## config.mk

```make
export PLATFORM = sky130hd
export DESIGN_NAME = grid_game
export DESIGN_NICKNAME = d
export VERILOG_FILES = /design/src/rtl/grid_game.sv
export SDC_FILE = /design/constraint.sdc
export NUM_CORES = 1
export LEC_CHECK = 0
export ABC_AREA = 1
export CAP_MARGIN = 40
export CORE_ASPECT_RATIO = 1.5
export CORE_MARGIN = 2
export CORE_UTILIZATION = 46
export DETAILED_ROUTE_END_ITERATION = 10
export MAX_ROUTING_LAYER = met4
export PLACE_DENSITY = 0.83
export SLEW_MARGIN = 20
export SYNTH_ARGS = -nofsm -noshare
export SYNTH_HDL_FRONTEND = slang
export SYNTH_SLANG_ARGS = --single-unit
```

## constraint.sdc

```tcl
create_clock -name clk -period 1.55 [get_ports clk]
set_input_delay 0.2325 -clock clk [delete_from_list [all_inputs] [get_ports clk]]
set_output_delay 0.2325 -clock clk [all_outputs]
set_load 0.1 [all_outputs]
```

## src/rtl/grid_game.sv

```systemverilog
// Grid adventure game core: walls, sword, dragon, exit, lives and a move budget.
// All game state is registered; the player moves at most one cell per clock.
module grid_game #(
    parameter int COLS = 4,
    parameter int ROWS = 4,
    parameter logic [ROWS*COLS-1:0] WALL_MASK = '0,
    parameter int START_X = 0,
    parameter int START_Y = 0,
    parameter int SWORD_X = 3,
    parameter int SWORD_Y = 0,
    parameter int DRAGON_X = 3,
    parameter int DRAGON_Y = 3,
    parameter int EXIT_X = 0,
    parameter int EXIT_Y = 3,
    parameter int LIVES = 3,
    parameter int MAX_MOVES = 32,
    localparam int XW = ($clog2(COLS) > 1) ? $clog2(COLS) : 1,
    localparam int YW = ($clog2(ROWS) > 1) ? $clog2(ROWS) : 1,
    localparam int LW = $clog2(LIVES + 1),
    localparam int MW = ($clog2(MAX_MOVES + 1) > 1) ? $clog2(MAX_MOVES + 1) : 1
) (
    input  logic          clk,
    input  logic          reset,
    input  logic          n,
    input  logic          s,
    input  logic          e,
    input  logic          w,
    output logic [XW-1:0] pos_x,
    output logic [YW-1:0] pos_y,
    output logic          sword,
    output logic          dragon_alive,
    output logic [LW-1:0] lives,
    output logic [MW-1:0] moves,
    output logic          d,
    output logic          win
);

    localparam int NC = ROWS * COLS;
    localparam int IW = $clog2(NC);
    localparam int NP = 1 << IW;
    localparam logic [MW-1:0] MOVE_CAP =
        (MAX_MOVES != 0) ? MW'(MAX_MOVES) : {MW{1'b1}};

    function automatic bit bad_cell(int x, int y);
        logic [NC-1:0] v;
        if (x < 0 || x >= COLS || y < 0 || y >= ROWS) return 1'b1;
        v = WALL_MASK >> (y * COLS + x);
        return v[0];
    endfunction

    if (COLS < 2 || ROWS < 2 || LIVES < 1) begin : g_bad_dims
        $fatal(1, "grid_game: bad grid size or lives");
    end
    if (bad_cell(START_X, START_Y)) begin : g_bad_start
        $fatal(1, "grid_game: start cell off-grid or wall");
    end
    if (bad_cell(SWORD_X, SWORD_Y)) begin : g_bad_sword
        $fatal(1, "grid_game: sword cell off-grid or wall");
    end
    if (bad_cell(DRAGON_X, DRAGON_Y)) begin : g_bad_dragon
        $fatal(1, "grid_game: dragon cell off-grid or wall");
    end
    if (bad_cell(EXIT_X, EXIT_Y)) begin : g_bad_exit
        $fatal(1, "grid_game: exit cell off-grid or wall");
    end

    typedef enum logic [1:0] {PLAY, DEAD, WON} state_t;

    state_t        state, state_nx;
    logic [XW-1:0] pos_x_nx;
    logic [YW-1:0] pos_y_nx;
    logic          sword_nx, alive_nx;
    logic [LW-1:0] lives_nx;
    logic [MW-1:0] moves_nx;

    logic          single, edge_blk, wall_blk, blocked;
    logic          at_dragon, at_sword, at_exit;
    logic          hit, died, won;
    logic [XW-1:0] tx;
    logic [YW-1:0] ty;
    logic [IW-1:0] idx;
    logic [NP-1:0] walls;

    assign single = $countones({n, s, e, w}) == 1;
    assign tx = pos_x + XW'(e) - XW'(w);
    assign ty = pos_y + YW'(s) - YW'(n);
    assign edge_blk = (n && pos_y == '0)
                   || (s && pos_y == YW'(ROWS - 1))
                   || (e && pos_x == XW'(COLS - 1))
                   || (w && pos_x == '0);
    // Zero padding keeps the index in range even when a blocked move wraps.
    assign walls = NP'(WALL_MASK);
    assign idx = IW'(ty) * IW'(COLS) + IW'(tx);
    assign wall_blk = walls[idx];
    assign blocked = edge_blk || wall_blk;

    assign at_dragon = (tx == XW'(DRAGON_X)) && (ty == YW'(DRAGON_Y));
    assign at_sword = (tx == XW'(SWORD_X)) && (ty == YW'(SWORD_Y));
    assign at_exit = (tx == XW'(EXIT_X)) && (ty == YW'(EXIT_Y));

    always_ff @(posedge clk or negedge reset) begin
        if (!reset) begin
            state        <= PLAY;
            pos_x        <= XW'(START_X);
            pos_y        <= YW'(START_Y);
            sword        <= 1'b0;
            dragon_alive <= 1'b1;
            lives        <= LW'(LIVES);
            moves        <= '0;
        end else begin
            state        <= state_nx;
            pos_x        <= pos_x_nx;
            pos_y        <= pos_y_nx;
            sword        <= sword_nx;
            dragon_alive <= alive_nx;
            lives        <= lives_nx;
            moves        <= moves_nx;
        end
    end

    always_comb begin
        state_nx = state;
        pos_x_nx = pos_x;
        pos_y_nx = pos_y;
        sword_nx = sword;
        alive_nx = dragon_alive;
        lives_nx = lives;
        moves_nx = moves;
        hit      = 1'b0;
        died     = 1'b0;
        won      = 1'b0;
        if (state == PLAY && single) begin
            if (moves != MOVE_CAP) moves_nx = moves + 1'b1;
            if (!blocked) begin
                pos_x_nx = tx;
                pos_y_nx = ty;
                if (at_dragon && dragon_alive) begin
                    if (sword) begin
                        alive_nx = 1'b0;
                    end else begin
                        hit      = 1'b1;
                        lives_nx = lives - 1'b1;
                        if (lives == LW'(1)) begin
                            died = 1'b1;
                        end else begin
                            pos_x_nx = XW'(START_X);
                            pos_y_nx = YW'(START_Y);
                        end
                    end
                end
                // A player knocked back to spawn never reached the cell.
                if (!hit) begin
                    if (at_sword) sword_nx = 1'b1;
                    if (at_exit && !alive_nx) won = 1'b1;
                end
            end
            if (MAX_MOVES != 0 && moves_nx == MOVE_CAP) died = 1'b1;
            if (won) state_nx = WON;
            else if (died) state_nx = DEAD;
        end
    end

    always_comb begin
        d   = (state == DEAD);
        win = (state == WON);
    end

endmodule

```

==> flow_summary_export.csv <==
group,metric,value,unit
run_status,status,"complete, but fails checks",
run_status,violations,"setup timing",
routing,dr_total_vias,1253,
timing,slew_violations,0,
critical_path,worst_ep_arrival_time,2180,ps
logic_synthesis,synthCells,156,
timing,holdWs,225.0,ps
timing,period_minus_slack,1930,ps
final_layout,fillers,121,
power_and_ir_drop,pwr_density_cell,428.6,mW/mm²
global_routing,grt_usage,27.91,%
timing,worst_slew_pin_slew,343.1,ps
critical_path,worstPathRequired,1800,ps
final_layout,layout.cells.non_filler,225,
routing,wl_met1,1315,µm
global_routing,grt_overflow_total,0,
routing,first_iter_violations,48,
floorplanning,dieArea,0.002900,mm²
final_layout,multi_input_area,843.3,µm²
cts,cts_root_buffer,"clkbuf_4",
critical_path,critPathTopFamily,"simple AND/OR/NAND/NOR gates",
cts,cts_tree,"yes",
placement,placed_cells,213,
power_and_ir_drop,leakage,0.9091,nW
critical_path,critPathMaxFanout,3,
routing,routed-wl-met2,2207,µm
logic_synthesis,synth_cell_types,23,
critical_path,path_buf_inv,4,
critical_path,worstSetupPathType,"reg -> reg",
final_layout,syn_to_final_growth,78.38,%
global_routing,antenna_found_initial,0,
power_and_ir_drop,p_int,618.7,µW
placement,place_congestion,0.8374,
critical_path,max_stage_delay,500,ps
routing,wl_met3,172,µm
global_routing,grt_max_degree,17,
final_layout,layout-drive-gt1-share,52.24,%
critical_path,crit_path_end_kind,"register",
routing,avgRoutedWirePerCell,17.06,µm
floorplanning,io_pins,22,
cts,cts_htree_levels,1,
cts,cts_sinks,16,
final_layout,stdcell_area,0.002033,mm²
routing,final_antenna_net_count,0,
timing,hold_viol,0,
placement,portBuffers,21,
routing,vias_per_cell,5.569,
logic_synthesis,seq_area_frac_synth,35.46,%
timing,skew,8.831,ps
final_layout,layout_common_cells,"nand2_1 (25), inv_1 (18), buf_12 (16), buf_4 (15), nand3_1 (11)",
routing,drcViolationCount,0,
final_layout,fin_util,84.90,%
power_and_ir_drop,switching_share,29.01,%
floorplanning,initial_core_util,47.60,%
final_layout,diodes,0,
cts,cts_buffers,3,
critical_path,startpoint_type,"register",
routing,firstDrtPassIters,4,
worst_hold_path,hold_class,"in -> async",
final_layout,layout_commonest_cell,"nand2_1",
timing,fmax,518.0,MHz
floorplanning,die_x,44.65,µm
power_and_ir_drop,net-switching-power,252.9,µW
logic_synthesis,ys_warn_count,0,
final_layout,fin_nets,218,
power_and_ir_drop,comb_power_share,23.5,%
power_and_ir_drop,clkPwrFrac,28.6,%
timing,slew_headroom,77.05,%
timing,fin_crit_sh,124.5,%
routing,wirelength,3838,µm
timing,rsz0062_at_grt,"true",
final_layout,regArea,414.1,µm²
timing,timing.final.ws_setup,-380.5,ps
cts,ctsHoldBuffers,0,
global_routing,grt_pass1_wl,5754,µm
floorplanning,dieHeight,64.97,µm
logic_synthesis,synth_nets,172,
power_and_ir_drop,pwr-share-seq,47.9,%
critical_path,cp_slowest_cell,"dfrtp_4",
floorplanning,rows,22,
floorplanning,fp.coreArea,0.002395,mm²
logic_synthesis,synth_area_per_cell,7.307,µm²
cts,clock_latency,310,ps
logic_synthesis,ys_seq_elements,16,
timing,setup_viol,16,
power_and_ir_drop,vdd_ir_drop_max,0.4692,mV
critical_path,crit_chain,"inv_4 -> ha_4 -> inv_2 -> ha_4 -> inv_2 -> nand2_4 -> nand2_4 -> nand2_4 -> nand3_4 -> inv_2 -> nand2_2 -> nor2_4 -> nand3_2 -> nand2_1 -> nand2_1",
placement,dp_hpwl,2441,µm
routing,top_layer_used,"met4",
placement,place_area,0.001732,mm²
flow_run,drv_cap,0,
global_routing,grt_pass1_vias,1292,
logic_synthesis,syn_area,0.001140,mm²
cts,clk_pin_slew_worst_paths,100,ps
cts,clock_path_buffers,2,
==> flip-flops by register name, indices dropped and copies added (netlist names) <==
register / cells
moves: 6
lives: 2
pos_x: 2
pos_y: 2
state: 2
dragon_alive: 1
sword: 1
==> path summary, 6_finish.rpt <==
| check | start | to | slack, ps | cells after the start |
|---|---|---|---|---|
| max | pos_x[0] | lives[1] | -380 | 15 |
| min | reset | moves[4] | 230 | 2 |
| max reg2reg | pos_x[0] | lives[1] | -380 | 15 |
| min reg2reg | lives[1] | lives[1] | 530 | 2 |
| max in group asynchronous | reset | dragon_alive | 1070 | 2 |
| min in group clk | s | pos_y[0] | 400 | 5 |
==> metal layers <==
metal	global-route usage, %	vias up
li1	-	581
met1	28.62	605
met2	49.82	52
met3	5.014	15
met4	11.74	0
met5	-	-
==> what timing repair did <==
item	CTS	global route
gates cloned	1	0
buffers inserted	4	3
resized for setup	36	39
endpoints found under the hold margin	0	0
pin swaps	23	12
setup endpoints to repair	16	16
==> stage by stage <==
stage / power (mW) / setup WS [ps] / setup TNS (ps)
6_report: 0.8715 / -380.5 / -4748
5_1_grt: 0.9053 / -486.6 / -5798
4_1_cts: 0.8102 / -325.3 / -3876
3_5_place_dp: 0.5631 / -1066 / -16250
3_3_place_gp: 0.5532 / -1028 / -15380
2_1_floorplan: 0.4965 / -422.1 / -5304
==> synth_stat cells, drive strengths merged <==
library cell	number	area (µm²)
nand2	40	157.7
inv	32	120.1
nor2	18	90.08
nand3	16	85.08
dfrtp	13	325.3
ha	9	112.6
o21ai	8	40.04
nand4	6	43.79
dfstp	3	78.83
a31oi	2	12.51
xor2	2	17.52
a21oi	1	5.000
buf	1	5.000
clkinv	1	5.000
fa	1	20.02
nand3b	1	7.510
nor3	1	5.000
xnor2	1	8.760
==> kinds of logic (layout without fill, tap and decap cells) <==
logic type | after synthesis | in the layout | synth area share (%)
buf+inv | 34 | 79 | 11.42
compound gates | 11 | 11 | 5.049
simple gates | 82 | 82 | 34.14
flops | 16 | 16 | 35.46
xor+xnor | 3 | 3 | 2.306
fa+ha+maj | 10 | 10 | 11.64
==> layout make-up <==
| cell class | count | share of cell area (%) |
|---|---|---|
| clock buffers | 4 | 1.292 |
| inverters | 33 | 7.569 |
| multi-input cells | 106 | 41.48 |
| flip-flops and latches | 16 | 20.37 |
| well taps | 24 | 1.477 |
| repair buffers | 42 | 27.82 |
==> power by group through the flow <==
stage               clock network (mW)  registers, mW  logic, mW
finish                           0.250          0.417      0.204
global route                     0.269          0.418      0.218
CTS                              0.236          0.417      0.156
detailed placement                   0          0.426      0.138
global placement                     0          0.426      0.128
floorplan                            0          0.426     0.0709
Power figures use the tool's default switching activity.
